[src/rtl/fetch_sequencer_pkg.sv]
// Shared constants for the fetch sequencer: opcodes, next-address select codes,
// branch-condition codes and the sequencer state encoding.
package fetch_sequencer_pkg;

  localparam int unsigned XLEN     = 32;
  localparam int unsigned OP_W     = 6;
  localparam int unsigned BRTYPE_W = 4;
  localparam int unsigned PCSEL_W  = 2;
  localparam int unsigned BLABEL_W = 16;
  localparam int unsigned JLABEL_W = 26;

  localparam logic [OP_W-1:0] OP_BR   = 6'b000100;
  localparam logic [OP_W-1:0] OP_J    = 6'b000010;
  localparam logic [OP_W-1:0] OP_JAL  = 6'b000011;
  localparam logic [OP_W-1:0] OP_JR   = 6'b000101;
  localparam logic [OP_W-1:0] OP_HALT = 6'b111111;

  localparam logic [PCSEL_W-1:0] PCSEL_SEQ = 2'd0;
  localparam logic [PCSEL_W-1:0] PCSEL_JMP = 2'd1;
  localparam logic [PCSEL_W-1:0] PCSEL_REG = 2'd2;

  localparam logic [BRTYPE_W-1:0] BT_NONE   = 4'd0;
  localparam logic [BRTYPE_W-1:0] BT_SEQ    = 4'd1;
  localparam logic [BRTYPE_W-1:0] BT_EQ     = 4'd2;
  localparam logic [BRTYPE_W-1:0] BT_NE     = 4'd3;
  localparam logic [BRTYPE_W-1:0] BT_LT     = 4'd4;
  localparam logic [BRTYPE_W-1:0] BT_GE     = 4'd5;
  localparam logic [BRTYPE_W-1:0] BT_LTU    = 4'd6;
  localparam logic [BRTYPE_W-1:0] BT_GEU    = 4'd7;
  localparam logic [BRTYPE_W-1:0] BT_ALWAYS = 4'd8;

  typedef enum logic [1:0] {
    ST_FETCH  = 2'd0,
    ST_DECODE = 2'd1,
    ST_UPDATE = 2'd2,
    ST_HALT   = 2'd3
  } state_e;

endpackage

[src/rtl/fetch_decode_ctl.sv]
// Combinational opcode decode into the next-address control fields.
module fetch_decode_ctl
  import fetch_sequencer_pkg::*;
(
  input  logic [31:0] instr_word,
  output logic [3:0]  brtype_c,
  output logic [1:0]  pc_sel_c,
  output logic [15:0] branch_label_c,
  output logic [25:0] jmp_label_c,
  output logic        is_jal_c,
  output logic        is_halt_c
);

  logic [OP_W-1:0] opcode;

  assign opcode = instr_word[31:26];

  always_comb begin
    brtype_c       = BT_NONE;
    pc_sel_c       = PCSEL_SEQ;
    branch_label_c = '0;
    jmp_label_c    = '0;
    is_jal_c       = 1'b0;
    is_halt_c      = 1'b0;
    case (opcode)
      OP_BR: begin
        brtype_c       = instr_word[25:22];
        branch_label_c = instr_word[15:0];
      end
      OP_J: begin
        pc_sel_c    = PCSEL_JMP;
        jmp_label_c = instr_word[25:0];
      end
      OP_JAL: begin
        pc_sel_c    = PCSEL_JMP;
        jmp_label_c = instr_word[25:0];
        is_jal_c    = 1'b1;
      end
      OP_JR: begin
        pc_sel_c = PCSEL_REG;
      end
      OP_HALT: begin
        is_halt_c = 1'b1;
      end
      // Plain instructions fall through to pc+1 via a zero branch offset.
      default: begin
        brtype_c = BT_SEQ;
      end
    endcase
  end

endmodule

[src/rtl/fetch_sequencer.sv]
// Instruction-fetch front end: owns the PC, runs the imem handshake with an ack
// timeout, latches decoded control-flow fields and issues the JAL link write.
module fetch_sequencer
  import fetch_sequencer_pkg::*;
#(
  parameter logic [31:0] RESET_PC    = 32'h0000_0000,
  parameter int unsigned ACK_TIMEOUT = 16
) (
  input  logic        clk,
  input  logic        reset,
  output logic        imem_req,
  output logic [31:0] imem_addr,
  input  logic        imem_ack,
  input  logic [31:0] imem_rdata,
  output logic [31:0] instr,
  output logic        instr_valid,
  input  logic        ex_done,
  output logic [3:0]  brtype,
  output logic [1:0]  pc_sel,
  output logic [15:0] branch_label,
  output logic [25:0] jmp_label,
  output logic [31:0] pc,
  input  logic [31:0] next_pc,
  output logic        link_we,
  output logic [31:0] link_data,
  output logic        halted,
  output logic        fetch_err
);

  localparam int unsigned CNT_W = (ACK_TIMEOUT > 1) ? $clog2(ACK_TIMEOUT) : 1;
  localparam logic [CNT_W-1:0] CNT_LAST = CNT_W'(ACK_TIMEOUT - 1);

  state_e            state_q, state_d;
  logic [31:0]       pc_q, pc_d;
  logic [CNT_W-1:0]  cnt_q, cnt_d;
  logic [31:0]       instr_q, instr_d;
  logic [3:0]        brtype_q, brtype_d;
  logic [1:0]        pc_sel_q, pc_sel_d;
  logic [15:0]       branch_label_q, branch_label_d;
  logic [25:0]       jmp_label_q, jmp_label_d;
  logic              is_jal_q, is_jal_d;
  logic              is_halt_q, is_halt_d;
  logic              imem_req_q, imem_req_d;
  logic              instr_valid_q, instr_valid_d;
  logic              link_we_q, link_we_d;
  logic [31:0]       link_data_q, link_data_d;
  logic              halted_q, halted_d;
  logic              fetch_err_q, fetch_err_d;

  logic [3:0]  dec_brtype;
  logic [1:0]  dec_pc_sel;
  logic [15:0] dec_branch_label;
  logic [25:0] dec_jmp_label;
  logic        dec_is_jal;
  logic        dec_is_halt;

  // Decode the incoming word so the controls register together with instr.
  fetch_decode_ctl u_decode (
    .instr_word     (imem_rdata),
    .brtype_c       (dec_brtype),
    .pc_sel_c       (dec_pc_sel),
    .branch_label_c (dec_branch_label),
    .jmp_label_c    (dec_jmp_label),
    .is_jal_c       (dec_is_jal),
    .is_halt_c      (dec_is_halt)
  );

  always_comb begin
    state_d        = state_q;
    pc_d           = pc_q;
    cnt_d          = cnt_q;
    instr_d        = instr_q;
    brtype_d       = brtype_q;
    pc_sel_d       = pc_sel_q;
    branch_label_d = branch_label_q;
    jmp_label_d    = jmp_label_q;
    is_jal_d       = is_jal_q;
    is_halt_d      = is_halt_q;
    fetch_err_d    = fetch_err_q;

    case (state_q)
      ST_FETCH: begin
        if (imem_ack) begin
          instr_d        = imem_rdata;
          brtype_d       = dec_brtype;
          pc_sel_d       = dec_pc_sel;
          branch_label_d = dec_branch_label;
          jmp_label_d    = dec_jmp_label;
          is_jal_d       = dec_is_jal;
          is_halt_d      = dec_is_halt;
          cnt_d          = '0;
          state_d        = ST_DECODE;
        end else if (cnt_q == CNT_LAST) begin
          fetch_err_d = 1'b1;
          state_d     = ST_HALT;
        end else begin
          cnt_d = cnt_q + CNT_W'(1);
        end
      end
      ST_DECODE: begin
        if (is_halt_q) begin
          state_d = ST_HALT;
        end else if (ex_done) begin
          state_d = ST_UPDATE;
        end
      end
      ST_UPDATE: begin
        pc_d    = next_pc;
        cnt_d   = '0;
        state_d = ST_FETCH;
      end
      default: begin
        state_d = ST_HALT;
      end
    endcase

    // Strobes are registered against the state being entered.
    imem_req_d    = (state_d == ST_FETCH);
    instr_valid_d = (state_d == ST_DECODE);
    halted_d      = (state_d == ST_HALT);
    link_we_d     = (state_d == ST_UPDATE) && is_jal_q;
    link_data_d   = link_we_d ? (pc_q + 32'd1) : 32'd0;
  end

  always_ff @(posedge clk) begin
    if (!reset) begin
      state_q        <= ST_FETCH;
      pc_q           <= RESET_PC;
      cnt_q          <= '0;
      instr_q        <= '0;
      brtype_q       <= '0;
      pc_sel_q       <= '0;
      branch_label_q <= '0;
      jmp_label_q    <= '0;
      is_jal_q       <= 1'b0;
      is_halt_q      <= 1'b0;
      imem_req_q     <= 1'b1;
      instr_valid_q  <= 1'b0;
      link_we_q      <= 1'b0;
      link_data_q    <= '0;
      halted_q       <= 1'b0;
      fetch_err_q    <= 1'b0;
    end else begin
      state_q        <= state_d;
      pc_q           <= pc_d;
      cnt_q          <= cnt_d;
      instr_q        <= instr_d;
      brtype_q       <= brtype_d;
      pc_sel_q       <= pc_sel_d;
      branch_label_q <= branch_label_d;
      jmp_label_q    <= jmp_label_d;
      is_jal_q       <= is_jal_d;
      is_halt_q      <= is_halt_d;
      imem_req_q     <= imem_req_d;
      instr_valid_q  <= instr_valid_d;
      link_we_q      <= link_we_d;
      link_data_q    <= link_data_d;
      halted_q       <= halted_d;
      fetch_err_q    <= fetch_err_d;
    end
  end

  assign imem_req     = imem_req_q;
  assign imem_addr    = pc_q;
  assign pc           = pc_q;
  assign instr        = instr_q;
  assign instr_valid  = instr_valid_q;
  assign brtype       = brtype_q;
  assign pc_sel       = pc_sel_q;
  assign branch_label = branch_label_q;
  assign jmp_label    = jmp_label_q;
  assign link_we      = link_we_q;
  assign link_data    = link_data_q;
  assign halted       = halted_q;
  assign fetch_err    = fetch_err_q;

endmodule

[config.mk]
export PLATFORM = sky130hd
export DESIGN_NAME = fetch_sequencer
export DESIGN_NICKNAME = d
export VERILOG_FILES = /design/src/rtl/fetch_sequencer_pkg.sv /design/src/rtl/fetch_decode_ctl.sv /design/src/rtl/fetch_sequencer.sv
export SDC_FILE = /design/constraint.sdc
export NUM_CORES = 1
export LEC_CHECK = 0
export ABC_AREA = 1
export BUFFER_PORTS_ARGS = -buffer_cell sky130_fd_sc_hd__buf_2
export CAP_MARGIN = 0
export CORE_ASPECT_RATIO = 1.4
export CORE_MARGIN = 1.5
export CORE_UTILIZATION = 30
export CTS_CLUSTER_SIZE = 30
export DETAILED_ROUTE_END_ITERATION = 8
export PLACE_DENSITY_LB_ADDON = 0.15
export SYNTH_ARGS = -nofsm -noshare
export SYNTH_HDL_FRONTEND = slang
export SYNTH_HIERARCHICAL = 1
export SYNTH_SLANG_ARGS = --single-unit
[constraint.sdc]
create_clock -name clk -period 1.5 [get_ports clk]
set_input_delay 0.3 -clock clk [delete_from_list [all_inputs] [get_ports clk]]
set_output_delay 0.3 -clock clk [all_outputs]
set_load 0.01 [all_outputs]
# --- After elaboration in Yosys (flattened, before gate mapping) ---
# Index checks and enable logic that the tools add are counted.
word_totals:
  ff_bits: 157
  inputBits: 68
classes:
  add_sub_neg: 2
  n_reduce_logical: 10
  muxes: 14
  n_eq_ne: 12
  n_bitwise: 1
ops:
  columns: ["cell", "count"]
  rows:
  - ["32-bit by 1-bit adder with 32-bit output, second input constant", 1]
  - ["26-bit 2-to-1 mux", 1]
  - ["16-bit 2-to-1 mux", 1]
  - ["4-bit one-hot mux with 2 select lines", 2]
  - ["6-bit by 2-bit == test with 1-bit output, second input constant", 2]
  - ["6-bit by 3-bit == test with 1-bit output, second input constant", 2]
  - ["2-bit 2-to-1 mux", 4]
  - ["4-bit 2-to-1 mux", 2]
  - ["2-bit == test, second input constant", 3]
  - ["6-bit == test, second input constant", 1]
  - ["2-bit one-hot mux with 3 select lines", 1]
  - ["2-bit AND reduction", 3]
  - ["4-bit by 1-bit adder with 4-bit output, second input constant", 1]
  - ["2-bit by 1-bit == test with 1-bit output, second input constant", 2]
  - ["4-bit == test, second input constant", 1]
  - ["2-bit logical NOT", 2]
  - ["2-bit one-hot mux with 2 select lines", 1]
  - ["4-bit OR reduction", 1]
  - ["3-bit inequality test, second input constant", 1]
  - ["3-bit AND reduction", 1]
  - ["1-bit 2-to-1 mux", 2]
  - ["2-bit nonzero test", 1]
  - ["2-bit OR reduction", 1]
  - ["1-bit logical AND", 1]
  - ["1-bit inverter", 1]

# --- Depth between registers and ports, before layout ---
# Gate-level depths: netlist (run 1).
depth:
  word_depth: 7
  mapped_depth: 9
  mapped_depth_nobuf: 9

# --- By module ---
# The synthesis (run 1) kept the hierarchy.
by_module_without_submodules:
  columns: ["module", "area_each_um2", "seq_area_each_um2", "cells_per_inst", "instances"]
  rows:
  - ["fetch_sequencer", 6328.6, 3143.0, 844, 1]
  - ["fetch_decode_ctl", 470.5, 0.0, 101, 1]

# --- Worst setup path after synthesis (run 1) ---
# Ideal clock, no wire load.
synth_path:
  path_type: "register to register"
  startpoint: "register pc_q[0], in the netlist imem_addr[0]"
  endpoint: "register link_data_q[22], in the netlist link_data[22]"
  stages_incl_launch_ff: 9
  required_time_ns: 1.388
  path_buffers: 0
  synth_period_minus_slack_ns: 1.462
  t_arrival_ns: 1.350
  path_slack_ns: 0.038
  cell_sequence: "dfxtp_1 ha_1 nand3_1 nor2_1 nand2_1 nor2_1 nand3_1 nand2_1 nor2_1"
synth_between:
  elab_chain_cells: 1
synth_lines:
  columns: ["element", "line_no", "source"]
  rows:
  - ["start: declaration", "fetch_sequencer.sv:34", "logic [31:0] pc_q, pc_d;"]
  - ["start signal: assignment", "fetch_sequencer.sv:145", "pc_q <= pc_d;"]
  - ["32-bit by 1-bit adder with 32-bit output", "fetch_sequencer.sv:122", "link_data_d = link_we_d ? (pc_q + 32'd1) : 32'd0;"]
  - ["end signal: assignment", "fetch_sequencer.sv:157", "link_data_q <= link_data_d;"]
  - ["end: declaration", "fetch_sequencer.sv:46", "logic [31:0] link_data_q, link_data_d;"]
# No other way between the ends.
# A chain may end at the register's enable or synchronous reset.

# --- Final worst setup path (run 1) ---
layout_path:
  startpoint: "register cnt_q[1]"
  endpoint: "register link_data_q[12], in the netlist link_data[12]"
layout_between:
  elab_chain_cells: 7
layout_lines:
  columns: ["element", "line_no", "source"]
  rows:
  - ["start: declaration", "fetch_sequencer.sv:35", "logic [CNT_W-1:0] cnt_q, cnt_d;"]
  - ["start signal: assignment", "fetch_sequencer.sv:146", "cnt_q <= cnt_d;"]
  - ["4-bit == test", "fetch_sequencer.sv:93", "end else if (cnt_q == CNT_LAST) begin"]
  - ["2-bit 2-to-1 mux", "fetch_sequencer.sv:93", null]
  - ["2-bit 2-to-1 mux", "fetch_sequencer.sv:83", "if (imem_ack) begin"]
  - ["2-bit one-hot mux with 3 select lines", "fetch_sequencer.sv:81", "case (state_q)"]
  - ["2-bit == test", "fetch_sequencer.sv:121", "link_we_d = (state_d == ST_UPDATE) && is_jal_q;"]
  - ["1-bit logical AND", "fetch_sequencer.sv:121", null]
  - ["2-bit AND reduction (no source line)", null, null]
# No other way between the ends.

==> summary.txt, run 1 <==
Finish
  • Share of layout cells above drive strength 1: 0.3480
  • Layout area overhead: 37.30%
  • Post-layout instance area: 9335 um2
  • Finished Core Util: 0.4174
  • Nets: 1281
  • Ant diodes: 0
  • Fillers: 2381

Place
  • Gpl congestion: 0.8962
  • DP Area: 8516 um2
  • DP HPWL: 16130 um
  • I/O Buffers: 248

Synthesis
  • Synth Area in Simple Gates: 0.2784
  • YS warnings: 6
  • Post-Synth Adder-Cell Area: 0.003681
  • Post-synth cell types: 29
  • Post-synth net total: 1015
  • Mux cell area share after synthesis: 0
  • Largest cells by area after synthesis: dfxtp_1 46%, nor2_1 16%, o21ai_0 8.9%, nand2_1 6.5%, inv_1 4.0%
  • Most frequent cells after synthesis: 286 x nor2_1, 157 x dfxtp_1, 121 x o21ai_0
  • Post-Synth XOR/XNOR Area: 0.01031
  • Post-synth top area cell: dfxtp_1
  • Share of the synthesized area in the top cell type: 0.4623
  • Post-Synthesis Cells: 945
  • Ys flop type: dfxtp_1
  • Synth Area in Compound Gates: 0.1365
  • Largest family of logic cells by synthesized area: simple AND/OR/NAND/NOR gates
  • Flops & latches, synth: 157
  • Mapped Area: 6799 um2
  • Async set-reset flop share out of synthesis: 0
  • Sequential share of the synthesized area: 0.4623
  • Most numerous cell in the Yosys netlist: nor2_1
  • Syn Area/Cell: 7.195 um2
  • EDFF count, synth: 0

Setup path
  • Crit path buf inv count: 1
  • Reg2reg path depth: 8
  • Crit path cell chain: ha_4 > nand2_4 > nor2_4 > nand3_4 > a21oi_4 > nand2_4 > clkbuf_16 > a21oi_2
  • Critical Path End Type: flip-flop
  • RR Endpoint: link_data[12]$_SDFF_PN0_
  • Critical path class: flip-flop to flip-flop
  • Cell family with most CP delay: simple AND/OR/NAND/NOR gates
  • Worst path arrival time: 1840 ps
  • Worst Path Max Fanout: 7
  • Critical path's slowest cell: dfxtp_2
  • Most frequent CP cell: nand2_4
  • Worst reg-to-reg setup slack: 20 ps
  • Worst R2R Start: cnt_q[1]$_SDFFE_PN0P_
  • CP required: 1860 ps
  • CP startpoint kind: flip-flop
  • Slowest Stage Delay on Critical Path: 360 ps

Power and ir drop
  • Clock power frac: 0.423
  • VDD IR max: 708.5 uV
  • Combinational share of power: 0.135
  • Leak Pwr: 4.425 nW
  • Switching pwr: 2.742 mW
  • Switching Fraction: 0.2649
  • Power, Total: 10.35 mW
  • Sequential share of power: 0.442
  • Pwr Density: 1109 nW/um2
  • Design internal power: 7.607 mW

Drt
  • Vias/cell: 4.427
  • DRC violations left: 0
  • WL final: 22180 um
  • 1st-iter DRT viols: 246
  • Via count: 6751
  • Routed Antenna Nets: 0
  • Avg WL per Cell: 14.54 um
  • Drt pass-1 iters: 4

CTS
  • H-tree levels: 4
  • CTS buffer count: 17
  • CTS tree: yes
  • Clock latency at the later pin of the worst-skew pair: 430 ps
  • CTS root buf: clkbuf_16
  • Clk sinks: 157
  • Hold_buf cts: 0
  • Clk slew on worst S/H paths: 70 ps
  • Longest Clk Path Bufs: 2

Global routing
  • Vias in the first global route: 6288
  • Wire length of the first global-routing pass: 33380 um
  • Initial antenna violation count: 0
  • Grt ovf: 0
  • Largest net degree at the start of global routing: 55
  • Total track usage: 0.1850

Status
  • Run status: finished clean

STA
  • Max Clk Rate: 675.9 MHz
  • Min Tclk post-route: 1479 ps
  • Final Hold Fails: 0
  • Clk_skew: 10.36 ps
  • Setup violations, final: 0
  • Final cycle utilization of the critical path: 0.9863
  • Worst-margin pin slew: 328.8 ps
  • Hold_ws: 106.2 ps
  • RSZ-0062 raised after global routing: true
  • Slew headroom: 0.7808
  • Pins Over Slew Limit: 0

Run
  • Max Cap Viol: 0

Worst hold path
  • HP Start: next_pc[4]
  • Hold EP: imem_addr[4]$_SDFFE_PN0P_
  • Worst min path class: input pin to flip-flop
  • Hold path depth: 3

Floorplan
  • Die height: 181.1 um
  • I/O Pins: 249
  • Initial core utilization: 0.3040
  • Row count: 65
  • Core ar.: 22370 um2
  • Die area: 23590 um2
  • Die X: 130.2 um
[cells by family (layout without fill, tap and decap cells)]
family                   count (synthesis)  count (layout)
flip-flops                             157             157
XOR/XNOR                                 8               8
adder cells (fa/ha/maj)                  2               2
AND/OR/NAND/NOR                        458             458
AO/OA/AOI/OAI                          170             170
buffers and inverters                  150             429
[routing by layer]
| layer | GRT usage | wire length (um) | part of all wire |
|---|---|---|---|
| met1 | 0.2030 | 8630 | 0.39 |
| met2 | 0.3244 | 11340 | 0.51 |
| met4 | 0.08267 | 772 | 0.035 |
| met3 | 0.05301 | 1428 | 0.064 |
| met5 | 0 | 0 | 0 |
[how the worst max path moves through the flow]
stage,startpoint,end,slack (ps),cells past startpoint
after global placement,imem_addr[0]$_SDFFE_PN0P_,link_data[22]$_SDFF_PN0_,-30,9
after global routing,cnt_q[1]$_SDFFE_PN0P_,link_data[12]$_SDFF_PN0_,-80,8
after CTS,imem_addr[0]$_SDFFE_PN0P_,link_data[22]$_SDFF_PN0_,-40,9
final,cnt_q[1]$_SDFFE_PN0P_,link_data[12]$_SDFF_PN0_,20,8
after floorplan,imem_addr[0]$_SDFFE_PN0P_,link_data[22]$_SDFF_PN0_,40,8
after detailed placement,imem_addr[0]$_SDFFE_PN0P_,link_data[22]$_SDFF_PN0_,-30,9
[placed cells by master (no fill, tap or decap), types with 4 or more instances in the layout]
cell type and count:
nor2_1 270, buf_2 247, dfxtp_1 155, o21ai_0 120, nand2_1 115, inv_1 72
buf_4 66, a21oi_1 29, nor2_2 21, clkbuf_16 19, nand3_1 18, a21oi_2 18
nor2_4 15, xnor2_1 6, buf_12 5, nand2_4 4, inv_2 4, clkbuf_8 4
clkinv_2 4
[sequential cells by signal, summed over array words and instances (netlist names), 4 cells and up]
| name | flops |
|---|---|
| imem_addr | 32 |
| instr | 32 |
| link_data | 32 |
| jmp_label | 26 |
| branch_label | 16 |
| brtype | 4 |
| cnt_q | 4 |
[power by group through the flow]
stage	Sequential [mW]	Combinational [mW]	Clock (mW)
CTS	4.57	1.41	4.52
detailed placement	4.66	1.40	0
global placement	4.65	1.41	0
floorplan	4.77	0.657	0
global route	4.60	1.58	4.67
finish	4.57	1.40	4.38
[tightest hold or removal path, stage by stage]
cell and delay (ps):
buf_2 80, nor2_1 40, nor2_1 80
[final cells by class]
class / count / area [um2] / share of cell area
clock buffer: 22 / 484.2 / 0.05187
clock inverter: 10 / 112.6 / 0.01206
inverter: 76 / 285.3 / 0.03056
sequential: 157 / 3146 / 0.3370
multi-input combinational: 638 / 3038 / 0.3254
tap: 301 / 376.6 / 0.04034
timing repair buffer: 321 / 1893 / 0.2028
[timing repair]
action | CTS | global route
gates resized for setup | 0 | 36
pin swaps | 0 | 10
setup buffers | 0 | 5
setup endpoints to repair | 5 | 33
cloned | 0 | 3
[stage by stage]
step / setup slack, ps / cells / TNS [ps]
2_1_floorplan: 38.01 / 945 / 0
3_5_place_dp: -33.17 / 1485 / -105.8
6_report: 20.59 / 1525 / 0
3_3_place_gp: -29.27 / 1485 / -43.39
4_1_cts: -43.95 / 1517 / -149.2
5_1_grt: -82.97 / 1525 / -1640
No activity file was read; power rests on OpenSTA's default activity.
==> run 2: changes to the inputs <==
Settings changed: PLACE_DENSITY from default to 0.62, PLACE_DENSITY_LB_ADDON 0.15 to default.
==> run 2 against run 1 <==
  * Total power up 1.3%
  * Largest cell class unchanged
  * Critical endpoint is now pc[12]
  * Critical path type is now flip-flop to primary output
  * Flip-flop and latch count is the same
  * Global-route usage decreased by 0.35 points
==> summary.txt, run 2 (synthesized netlist as in run 1, its figures left out) <==
STA
  • RSZ-0062 raised after global routing: true
  • Final cycle utilization of the critical path: 0.9761
  • Worst-margin pin slew: 336.8 ps
  • Final Hold Fails: 0
  • Pins Over Slew Limit: 0
  • Setup violations, final: 0
  • Max Clk Rate: 683.0 MHz
  • Slack of the critical path: 35.88 ps
  • Min Tclk post-route: 1464 ps
  • Hold_ws: 116.1 ps
  • Slew headroom: 0.7753
  • Clk_skew: 10.12 ps

CTS
  • Clk slew on worst S/H paths: 70 ps
  • Clock latency at the later pin of the worst-skew pair: 420 ps
  • CTS buffer count: 17
  • CTS root buf: clkbuf_16
  • Hold_buf cts: 0
  • Clk sinks: 157
  • CTS tree: yes
  • Longest Clk Path Bufs: 2
  • H-tree levels: 4

Global routing
  • Largest net degree at the start of global routing: 70
  • Wire length of the first global-routing pass: 33030 um
  • Vias in the first global route: 6346
  • Grt ovf: 0
  • Initial antenna violation count: 1
  • Total track usage: 0.1815

Setup path
  • Crit path cell chain: buf_4 > buf_2
  • Cell family with most CP delay: flip-flops
  • Critical path class: flip-flop to primary output
  • Slowest Stage Delay on Critical Path: 440 ps
  • Critical path's slowest cell: dfxtp_1
  • Crit path buf inv count: 2
  • CP startpoint kind: flip-flop
  • Critical Path End Type: primary output
  • CP required: 1200 ps
  • Worst Path Max Fanout: 4
  • Worst path arrival time: 1160 ps

Floorplan
  • Die height: 181.1 um
  • Row count: 65
  • Die area: 23590 um2
  • Initial core utilization: 0.3040
  • Die X: 130.2 um
  • Core ar.: 22370 um2
  • I/O Pins: 249

Finish
  • Post-layout instance area: 9308 um2
  • Layout area overhead: 36.90%
  • Commonest non-fill, non-tap cell in the layout: nor2_1
  • Layout Cells excl Fill: 1516
  • Most frequent cells in the layout: 271 x nor2_1, 247 x buf_2, 153 x dfxtp_1, 120 x o21ai_0, 112 x nand2_1
  • Multi-input gate area: 3033 um2
  • Fillers: 2300
  • Share of layout cells above drive strength 1: 0.3460
  • Register area: 3148 um2
  • Nets: 1271

Place
  • Gpl congestion: 0.9663
  • DP Area: 8473 um2
  • Placed Instances: 1476
  • Pre-CTS setup slack: -45.67 ps
  • DP HPWL: 16170 um
  • I/O Buffers: 248

Status
  • Run status: finished clean

Drt
  • DRC violations left: 0
  • 1st-iter DRT viols: 335
  • Vias/cell: 4.528
  • Avg WL per Cell: 14.47 um
  • WL final: 21940 um
  • Routed Antenna Nets: 0
  • Drt pass-1 iters: 4
  • Via count: 6865

Run
  • Max Cap Viol: 0

Power and ir drop
  • Leak Pwr: 4.424 nW
  • Power, Total: 10.48 mW
  • VDD IR max: 749.9 uV
  • Pwr Density: 1126 nW/um2

Worst hold path
  • Worst min path class: input pin to flip-flop
run 2: changes by cell type in the layout (fill, tap and decap cells not counted), sizes merged:
| cell | previous run | this run |
|---|---|---|
| buf | 319 | 309 |
| clkinv | 6 | 4 |
| diode | 0 | 1 |
| clkbuf | 24 | 20 |
| inv | 76 | 80 |
| clkinvlp | 2 | 3 |
| bufinv | 2 | 3 |
run 2: what timing repair did:
item / 4_1_cts / 5_1_grt
buffers inserted: 2 / 2
resized for setup: 4 / 35
gates cloned: 0 / 3
setup endpoints to repair: 14 / 33
hold endpoints to repair: 0 / 0
pin swaps: 1 / 4
run 2: worst reg2reg max path, delay by kind of cell (launching register included):
kind,cells,cell delay [ps]
buf+inv,1,200
compound gates,1,180
flops,1,350
fa+ha+maj,1,150
simple gates,5,510
run 2: power breakdown:
part / leakage [nW] / internal (mW) / switching [mW] / total [mW]
Combinational: 2.84 / 0.558 / 0.836 / 1.39
Sequential: 1.29 / 4.42 / 0.148 / 4.57
Clock: 0.292 / 2.66 / 1.86 / 4.52
run 2: cell type report:
type,count,area share
diodes,1,0.0002689
flip-flops and latches,157,0.3382
inverters,76,0.03065
repair buffers,311,0.1984
well taps,301,0.04046
clock buffers,18,0.04611
multi-input cells,638,0.3259
clock inverters,14,0.02003
run 2: worst paths after layout:
path / start / cells past startpoint / slack [ps] / to
min: next_pc[13] / 3 / 120 / imem_addr[13]$_SDFFE_PN0P_
min reg2reg: fetch_err$_SDFFE_PN0P_ / 2 / 470 / fetch_err$_SDFFE_PN0P_
max reg2reg: cnt_q[0]$_SDFFE_PN0P_ / 8 / 50 / link_data[16]$_SDFF_PN0_
max: imem_addr[12]$_SDFFE_PN0P_ / 2 / 40 / pc[12]
run 2: metrics by stage:
step                setup TNS, ps  utilization
global placement           -48.21       0.3789
finish                          0       0.4162
detailed placement         -182.1       0.3789
global route               -128.1       0.4161
floorplan                       0            -
CTS                             0       0.4076
run 2: per-layer routing:
layer  track usage  part of all wire
met3       0.04738             0.057
met2        0.3234              0.52
met4       0.06578             0.022
met5             0                 0
met1        0.2041              0.40
==> run 3: changes to the inputs <==
Settings changed: CORE_UTILIZATION 30 to 50, PLACE_DENSITY 0.62 to 0.9.
==> run 3 against run 2 <==
  * The flow now finishes with violations (setup timing)
  * Flip-flop and latch count unchanged
  * Via count is 3.4% higher
  * Maximum frequency is 3.6% lower
  * Utilization rose by 27 points
  * Global-route usage up 9.4 points
  * First-iteration DRC count is 4.5% higher
  * Final area decreased by 2.4%
  * Combinational power is essentially flat
  * Die area fell by 39%
  * Worst setup slack worse by 54 ps
  * Final cell count fell by 8.2%
  * Largest cell class unchanged
  * Highest routed layer unchanged
==> summary.txt, run 3 (synthesized netlist as in run 1, its figures left out) <==
Status
  • Run status: finished with violations
  • Failing checks: setup timing

Power and ir drop
  • Leak Pwr: 4.385 nW
  • VDD IR max: 709.8 uV
  • Power, Total: 10.18 mW
  • Pwr Density: 1120 nW/um2

CTS
  • CTS root buf: clkbuf_16
  • H-tree levels: 4
  • Longest Clk Path Bufs: 2
  • CTS tree: yes
  • CTS buffer count: 17
  • Clock latency at the later pin of the worst-skew pair: 410 ps
  • Clk slew on worst S/H paths: 70 ps
  • Clk sinks: 157

Global routing
  • Grt ovf: 0
  • Total track usage: 0.2754
  • Largest net degree at the start of global routing: 95
  • Vias in the first global route: 6448
  • Met2 Track Usage GR: 0.4961
  • Grt met1 use: 0.2775
  • Most crowded layer after global routing: met2
  • Wire length of the first global-routing pass: 30740 um
  • Met3 Use GR: 0.07635
  • Initial antenna violation count: 0

Drt
  • Drt pass-1 iters: 5
  • Routed Antenna Nets: 0
  • WL final: 21000 um
  • Avg WL per Cell: 15.08 um
  • DRC violations left: 0
  • Via count: 7101
  • 1st-iter DRT viols: 350
  • Vias/cell: 5.101

STA
  • Setup violations, final: 10
  • Max Clk Rate: 658.6 MHz
  • Slew headroom: 0.7801
  • Slack of the critical path: -18.37 ps
  • Setup TNS: -82.88 ps
  • Min Tclk post-route: 1518 ps
  • RSZ-0062 raised after global routing: true
  • Worst-margin pin slew: 329.8 ps
  • Final Hold Fails: 0
  • Clk_skew: 9.651 ps
  • Final cycle utilization of the critical path: 1.012
  • Pins Over Slew Limit: 0

Setup path
  • CP required: 1810 ps
  • Reg2reg path depth: 7
  • Worst path arrival time: 1820 ps
  • Worst R2R Start: imem_addr[1]$_SDFFE_PN0P_
  • Critical Path End Type: flip-flop
  • Slowest Stage Delay on Critical Path: 350 ps
  • Critical path class: flip-flop to flip-flop
  • Worst reg-to-reg setup slack: -20 ps
  • CP startpoint kind: flip-flop
  • Crit path cell chain: buf_4 > nand2_1 > nor2_4 > nand3b_1 > buf_4 > nand2_1 > a21oi_2
  • Critical path's slowest cell: dfxtp_2
  • RR Endpoint: link_data[9]$_SDFF_PN0_
  • Worst Path Max Fanout: 5

Floorplan
  • Die area: 14320 um2
  • I/O Pins: 249
  • Die height: 141.0 um
  • Core ar.: 13330 um2
  • Initial core utilization: 0.5102
  • Row count: 50
  • Die X: 101.6 um

Place
  • Pre-CTS setup slack: -77.58 ps
  • Gpl congestion: 1.018
  • I/O Buffers: 248
  • DP HPWL: 14770 um

Finish
  • Nets: 1267
  • Commonest non-fill, non-tap cell in the layout: nor2_1
  • Ant diodes: 0
  • Layout area overhead: 33.62%
  • Most frequent cells in the layout: 270 x nor2_1, 248 x buf_2, 150 x dfxtp_1, 120 x o21ai_0, 114 x nand2_1
  • Finished Core Util: 0.6818
  • Share of layout cells above drive strength 1: 0.3463

Worst hold path
  • Hold path depth: 3
  • Hold EP: imem_addr[17]$_SDFFE_PN0P_
  • Worst min path class: input pin to flip-flop
  • HP Start: next_pc[17]

Run
  • Max Cap Viol: 0
## run 3: cell types whose count changed in the layout (fill, tap and decap cells not counted), sizes merged
cell,previous run,this run
clkinv,4,7
buf,309,306
clkinvlp,3,1
bufinv,3,1
diode,1,0
## run 3: power breakdown
part	switching [mW]	internal (mW)	total [mW]	leakage [nW]
Combinational	0.839	0.548	1.39	2.81
Clock	1.81	2.41	4.22	0.287
Sequential	0.150	4.42	4.57	1.29
Total	2.80	7.38	10.2	4.38
## run 3: critical path: cells and delay by family, from the launching register on
kind | cells | cell delay [ps]
simple gates | 4 | 650
flops | 1 | 350
buf+inv | 2 | 360
compound gates | 1 | 50
## run 3: worst max path at each step
| stage | from | endpoint | slack [ps] | cells after the start |
|---|---|---|---|---|
| 3_5_place_dp | cnt_q[1]$_SDFFE_PN0P_ | link_data[2]$_SDFF_PN0_ | -80 | 8 |
| 2_1_floorplan | imem_addr[0]$_SDFFE_PN0P_ | link_data[22]$_SDFF_PN0_ | 40 | 8 |
| 4_1_cts | imem_addr[0]$_SDFFE_PN0P_ | link_data[24]$_SDFF_PN0_ | -10 | 7 |
| 6_report | imem_addr[1]$_SDFFE_PN0P_ | link_data[9]$_SDFF_PN0_ | -20 | 7 |
| 3_3_place_gp | cnt_q[1]$_SDFFE_PN0P_ | link_data[31]$_SDFF_PN0_ | 60 | 8 |
| 5_1_grt | imem_addr[12]$_SDFFE_PN0P_ | link_data[23]$_SDFF_PN0_ | -100 | 6 |
## run 3: timing repair
action                     4_1_cts  5_1_grt
cloned                           1        1
resized for setup                9       37
pin swaps                        2       11
setup endpoints to repair       31       48
hold buffers                     0        0
setup buffers                    3        6
## run 3: through the flow
stage / hold slack, ps / area, um2 / std cells
after floorplan: 434.9 / 6799 / 945
after global placement: 457.2 / 8237 / 1349
after detailed placement: 466.1 / 8237 / 1349
after CTS: 108.2 / 8889 / 1385
after global routing: 117.6 / 9085 / 1392
final: 121.8 / 9085 / 1392
## run 3: metal layers
layer / vias up / routed length [um]
li1: 3428 / -
met1: 3231 / 7363
met2: 371 / 10800
met3: 71 / 1831
met4: 0 / 999
met5: - / 0
## run 3: cell type report
type / instances / area (um2)
Clock inverter: 13 / 128.9
Tap cell: 182 / 227.7
Sequential cell: 157 / 3154
Clock buffer: 19 / 452.9
Timing Repair Buffer: 307 / 1784
Fill cell: 1098 / 4240
Multi-Input combinational cell: 638 / 3050
Inverter: 76 / 286.5
